**config.mk**
```make
export PLATFORM = sky130hd
export DESIGN_NAME = config_loader
export DESIGN_NICKNAME = d
export VERILOG_FILES = /design/src/rtl/config_loader.sv
export SDC_FILE = /design/constraint.sdc
export NUM_CORES = 1
export LEC_CHECK = 0
export ABC_AREA = 0
export BUFFER_PORTS_ARGS = -buffer_cell sky130_fd_sc_hd__buf_2
export CAP_MARGIN = 20
export CORE_MARGIN = 8
export CORE_UTILIZATION = 40
export CTS_BUF_LIST = sky130_fd_sc_hd__clkbuf_8
export DETAILED_ROUTE_END_ITERATION = 12
export PLACE_DENSITY = 0.65
export SETUP_SLACK_MARGIN = 0.02
export SYNTH_ARGS = -nofsm -noshare
export SYNTH_HDL_FRONTEND = slang
export SYNTH_SLANG_ARGS = --single-unit
```
**constraint.sdc**
```tcl
create_clock -name clk -period 1.94 [get_ports clk]
set_input_delay 0.388 -clock clk [delete_from_list [all_inputs] [get_ports clk]]
set_output_delay 0.388 -clock clk [all_outputs]
set_load 0.01 [all_outputs]
```
**src/rtl/config_loader.sv**
```systemverilog
// config_loader: streams a header, address/data pairs and an optional trailer
// from a valid/ready word interface and issues single-cycle writes on the
// fabric configuration bus.
// Optional feature macro: CONFIG_LOADER_CHECKSUM_EN adds a CHECK state that
// compares a trailer word against the XOR of every accepted ADDR and DATA word.
module config_loader (
  input  logic        clk,
  input  logic        reset,
  input  logic        start,
  input  logic        in_valid,
  input  logic [31:0] in_data,
  output logic        in_ready,
  output logic [31:0] config_addr,
  output logic [31:0] config_data,
  output logic        busy,
  output logic        done,
  output logic        error,
  output logic [15:0] write_count
);

  localparam logic [15:0] HDR_MAGIC    = 16'hC0F1;
  localparam logic [15:0] RSV_SECTION  = 16'hFFFF;
  localparam logic [31:0] IDLE_ADDR    = 32'hFFFF_FFFF;
  localparam logic [31:0] IDLE_DATA    = 32'h0000_0000;

`ifdef CONFIG_LOADER_CHECKSUM_EN
  typedef enum logic [2:0] {
    S_IDLE  = 3'd0,
    S_HDR   = 3'd1,
    S_ADDR  = 3'd2,
    S_DATA  = 3'd3,
    S_WRITE = 3'd4,
    S_CHECK = 3'd5,
    S_DONE  = 3'd6,
    S_ERR   = 3'd7
  } state_t;
  // After the last write (or an empty header) the trailer must be checked.
  localparam state_t S_FINISH = S_CHECK;
`else
  typedef enum logic [2:0] {
    S_IDLE  = 3'd0,
    S_HDR   = 3'd1,
    S_ADDR  = 3'd2,
    S_DATA  = 3'd3,
    S_WRITE = 3'd4,
    S_DONE  = 3'd6,
    S_ERR   = 3'd7
  } state_t;
  // Without a trailer the session is complete right after the last write.
  localparam state_t S_FINISH = S_DONE;
`endif

  state_t      r_state;
  state_t      w_state_next;
  logic [15:0] r_count;
  logic [15:0] r_write_count;
  logic [31:0] r_addr;
  logic [31:0] r_data;
`ifdef CONFIG_LOADER_CHECKSUM_EN
  logic [31:0] r_csum;
`endif

  logic w_accept;
  logic w_start_ok;
  logic w_last_write;
  logic w_hdr_ok;
  logic w_addr_rsv;

  // A transfer happens only when the loader is ready and upstream is valid.
  assign w_accept     = in_valid && in_ready;
  // Start is honoured only between sessions; mid-session pulses are dropped.
  assign w_start_ok   = start && ((r_state == S_IDLE) || (r_state == S_DONE) ||
                                  (r_state == S_ERR));
  // count >= 1 whenever WRITE is reached, so write_count + 1 never wraps here.
  assign w_last_write = ((r_write_count + 16'd1) == r_count);
  assign w_hdr_ok     = (in_data[31:16] == HDR_MAGIC);
  assign w_addr_rsv   = (in_data[31:16] == RSV_SECTION);

  // State register: reset always wins over start.
  always_ff @(posedge clk) begin
    if (reset) begin
      r_state <= S_IDLE;
    end else begin
      r_state <= w_state_next;
    end
  end

  // Next-state decode; accepting states hold while in_valid is low.
  always_comb begin
    w_state_next = r_state;
    case (r_state)
      S_IDLE, S_DONE, S_ERR: begin
        if (w_start_ok) begin
          w_state_next = S_HDR;
        end
      end
      S_HDR: begin
        if (w_accept) begin
          if (!w_hdr_ok) begin
            w_state_next = S_ERR;
          end else if (in_data[15:0] == 16'd0) begin
            w_state_next = S_FINISH;
          end else begin
            w_state_next = S_ADDR;
          end
        end
      end
      S_ADDR: begin
        if (w_accept) begin
          w_state_next = w_addr_rsv ? S_ERR : S_DATA;
        end
      end
      S_DATA: begin
        if (w_accept) begin
          w_state_next = S_WRITE;
        end
      end
      S_WRITE: begin
        w_state_next = w_last_write ? S_FINISH : S_ADDR;
      end
`ifdef CONFIG_LOADER_CHECKSUM_EN
      S_CHECK: begin
        if (w_accept) begin
          w_state_next = (in_data == r_csum) ? S_DONE : S_ERR;
        end
      end
`endif
      default: begin
        w_state_next = S_IDLE;
      end
    endcase
  end

  // Session datapath: header count, pending pair, write counter, checksum.
  always_ff @(posedge clk) begin
    if (reset) begin
      r_count       <= 16'd0;
      r_write_count <= 16'd0;
      r_addr        <= 32'd0;
      r_data        <= 32'd0;
`ifdef CONFIG_LOADER_CHECKSUM_EN
      r_csum        <= 32'd0;
`endif
    end else begin
      if (w_start_ok) begin
        r_write_count <= 16'd0;
`ifdef CONFIG_LOADER_CHECKSUM_EN
        r_csum        <= 32'd0;
`endif
      end
      if ((r_state == S_HDR) && w_accept && w_hdr_ok) begin
        r_count <= in_data[15:0];
      end
      if ((r_state == S_ADDR) && w_accept) begin
        r_addr <= in_data;
`ifdef CONFIG_LOADER_CHECKSUM_EN
        r_csum <= r_csum ^ in_data;
`endif
      end
      if ((r_state == S_DATA) && w_accept) begin
        r_data <= in_data;
`ifdef CONFIG_LOADER_CHECKSUM_EN
        r_csum <= r_csum ^ in_data;
`endif
      end
      if (r_state == S_WRITE) begin
        r_write_count <= r_write_count + 16'd1;
      end
    end
  end

  // Outputs decoded purely from state so the bus is idle outside WRITE.
  always_comb begin
    in_ready    = 1'b0;
    busy        = 1'b0;
    done        = 1'b0;
    error       = 1'b0;
    config_addr = IDLE_ADDR;
    config_data = IDLE_DATA;
    case (r_state)
      S_HDR, S_ADDR, S_DATA: begin
        in_ready = 1'b1;
        busy     = 1'b1;
      end
`ifdef CONFIG_LOADER_CHECKSUM_EN
      S_CHECK: begin
        in_ready = 1'b1;
        busy     = 1'b1;
      end
`endif
      S_WRITE: begin
        busy        = 1'b1;
        config_addr = r_addr;
        config_data = r_data;
      end
      S_DONE: begin
        done = 1'b1;
      end
      S_ERR: begin
        error = 1'b1;
      end
      default: begin
        in_ready = 1'b0;
      end
    endcase
  end

  assign write_count = r_write_count;

endmodule

```
==> results.ini <==
[final_layout]
layout-drive-gt1-share_pct = 30.32
syn2layout_area_growth_pct = 31.61
nNetsFinal = 808
fin_area_sq_mm = 0.006407
fillCellCount = 1119
fin_util_pct = 53.57
num_antenna_cells = 0

[die]
rows = 40
die_h_um = 126.3
io_pins = 120
start_util_pct = 40.70
core_region_area_sq_mm = 0.01196
fp.dieW_um = 126.3
dieArea_sq_mm = 0.01596

[synth]
synth_edf_count = 0
synthSimpleGateAreaFrac_pct = 31.33
synthMuxAreaShare_pct = 3.932
synth-adder-area-share_pct = 0.2570
synth.area.top_cells = dfxtp_1, nand2_1, a21oi_1
ys_warn_count = 0
syn_avg_cell_area_sq_um = 7.631
async_flop_share_pct = 0
synth_most_common_cell = nand2_1
synth_nets = 675
synthCells = 638
synthXorXnorAreaFrac_pct = 4.138
yosysUniqueCellTypes = 52
synth-seq-cells = 99
netlist_area_sq_mm = 0.004868
synth_top_family_by_area = simple AND/OR/NAND/NOR gates
ys.flop_type = dfxtp_1
synth_top_area_share_pct = 40.71
synth_common_cells = nand2_1, dfxtp_1, a21oi_1
synth_area_leader_cell = dfxtp_1
synth_seq_area_share_pct = 40.71
synth_compound_area_share_pct = 14.80

[route]
drt_pass1_iterations = 5
vias = 4957
drt-total-wl_um = 15630
vias_per_cell = 5.376
drcViolationCount = 0
routedWlPerCell_um = 16.96
dr.first_iter.drc_count = 308
ant_nets = 0

[grt]
antenna_found_initial = 1
grt_pass1_vias = 4946
grt_overflow = 0
grt_max_degree = 99
grt_use_total_pct = 19.32
grt_pass1_wl_um = 25020

[power_and_ir_drop]
p_leak_uw = 0.002557
power_density_mw_per_mm2 = 691.7
ir_worst_vdd_v = 0.0005097
total_power_uw = 4432

[run_status]
violations = setup timing
status = complete, but fails checks

[sta]
timing.fmax_mhz = 514.5
layout_min_cycle_time_ns = 1.944
whs_ns = 0.2702
worst_pin_slew_ns = 0.5080
setup_slack_ns = -0.003678
fin_crit_sh_pct = 100.2
setup_violations = 1
fin_skew_ns = 0.008627
rsz0062_at_grt = true
final-hold-violation-count = 0
slew_violations = 0
relSlewSlack_pct = 65.77

[setup_path]
end_kind = flip-flop
crit_fanout = 4
rr_startpoint = write_count[1]$_SDFFE_PP0P_
startpoint_type = flip-flop
path_class = reg2reg
r2r_cells = 7
required_ns = 2.22
rrSetupSlack_ns = -0.004
cp.arrival_ns = 2.22
r2r_end = r_state[2]$_SDFFE_PP0P_

[cts]
cts_buffers = 9
hold_buffers = 0
clk_latency_ns = 0.38
htreeDepth = 3
cts_tree = yes
clkTransAtPathRegs_ns = 0.09
clockBufferDepth = 2
cts-root-buf = clkbuf_8
clock-sinks = 99

[hold_path]
min_to = r_data[23]$_SDFFE_PP0P_
whs_path_depth = 3
holdCritPathClass = in2reg
hp-start = in_data[23]

[placed_design]
gp_congestion = 0.9140
portBuffers = 119
place_hpwl_um = 10870
placed_cell_area_sq_mm = 0.005858

[job]
max_cap_violations = 0

registers in the layout (all words and copies together), names as in the netlist:
| name | cells |
|---|---|
| r_state | 3 |
| r_data | 32 |
| write_count | 16 |
| r_count | 16 |
| r_addr | 32 |
area by class of cell:
cell class	instances	area [sq um]	share of cell area, %
flip-flops and latches	99	2001	31.22
clock buffers	10	137.6	2.148
clock inverters	5	53.80	0.8397
multi-input cells	482	2836	44.27
inverters	7	26.28	0.4101
repair buffers	172	1169	18.24
well taps	147	183.9	2.871
layer usage:
layer	wire, um	share of wire (%)	track usage (%)
met5	12	0.077	0
met2	7704	49	32.60
met3	1267	8.1	6.996
met4	232	1.5	5.945
met1	6417	41	22.44
worst max-delay path: stages (launching register included):
cell and delay, ns:
dfxtp_4 0.37, buf_4 0.14, and4_4 0.19, and2_4 0.15, or3_1 0.33, a21oi_2 0.18, o2111ai_2 0.13, o41ai_2 0.37
power breakdown:
group	internal, uW	total, uW	leakage [uW]	switching (uW)
sequential	2100	2140	0.000805	44.3
clock	620	1330	0.000102	713
combinational	398	957	0.00165	559
total	3120	4430	0.00256	1320
kinds of logic after synthesis:
logic type | after synthesis
compound gates | 125
flops | 99
buf+inv | 57
simple gates | 314
xor+xnor | 23
mux | 19
fa+ha+maj | 1
how the worst max path moves through the flow:
stage                                 from                      end  slack [ns]  cells after the start
3_3_place_gp   write_count[1]$_SDFFE_PP0P_  r_state[2]$_SDFFE_PP0P_      -0.007                      6
6_report       write_count[1]$_SDFFE_PP0P_  r_state[2]$_SDFFE_PP0P_      -0.004                      7
4_1_cts        write_count[1]$_SDFFE_PP0P_  r_state[2]$_SDFFE_PP0P_        0.02                      7
3_5_place_dp   write_count[1]$_SDFFE_PP0P_  r_state[2]$_SDFFE_PP0P_       -0.12                      6
5_1_grt        write_count[3]$_SDFFE_PP0P_  r_state[2]$_SDFFE_PP0P_       -0.06                      8
2_1_floorplan  write_count[2]$_SDFFE_PP0P_  r_state[2]$_SDFFE_PP0P_        -0.1                      7
through the flow:
step | setup TNS [ns] | worst slack [ns] | cells
2_1_floorplan | -0.09798 | -0.09798 | 638
3_5_place_dp | -0.1196 | -0.1196 | 897
3_3_place_gp | -0.006531 | -0.006531 | 897
4_1_cts | 0 | 0.01892 | 916
5_1_grt | -0.08634 | -0.06008 | 922
6_report | -0.003678 | -0.003678 | 922
what timing repair did:
| action | CTS | global route |
|---|---|---|
| gates resized for setup | 30 | 31 |
| setup buffers | 4 | 4 |
| pin swaps | 6 | 4 |
| cloned | 0 | 2 |
| endpoints found under the setup margin | 56 | 57 |
layout by cell type, fill, tap and decap left out, types with 4 or more instances in the layout:
master / Yosys / routed
nand2_1: 145 / 145
buf_2: 2 / 113
dfxtp_1: 99 / 88
a21oi_1: 82 / 81
nor2_1: 45 / 43
buf_4: 3 / 40
nand2b_1: 36 / 34
and3_1: 37 / 28
mux2i_1: 18 / 18
o21ai_0: 14 / 14
xnor2_1: 14 / 12
clkbuf_8: 0 / 10
buf_6: 1 / 10
and3_4: 0 / 9
xor2_1: 9 / 9
dfxtp_2: 0 / 9
nor4_1: 8 / 8
inv_1: 7 / 7
buf_12: 0 / 7
nand4_1: 6 / 6
nand3_1: 8 / 6
a311oi_1: 6 / 6
nor3_1: 5 / 4
a31oi_1: 4 / 4
Power figures use the tool's default switching activity.
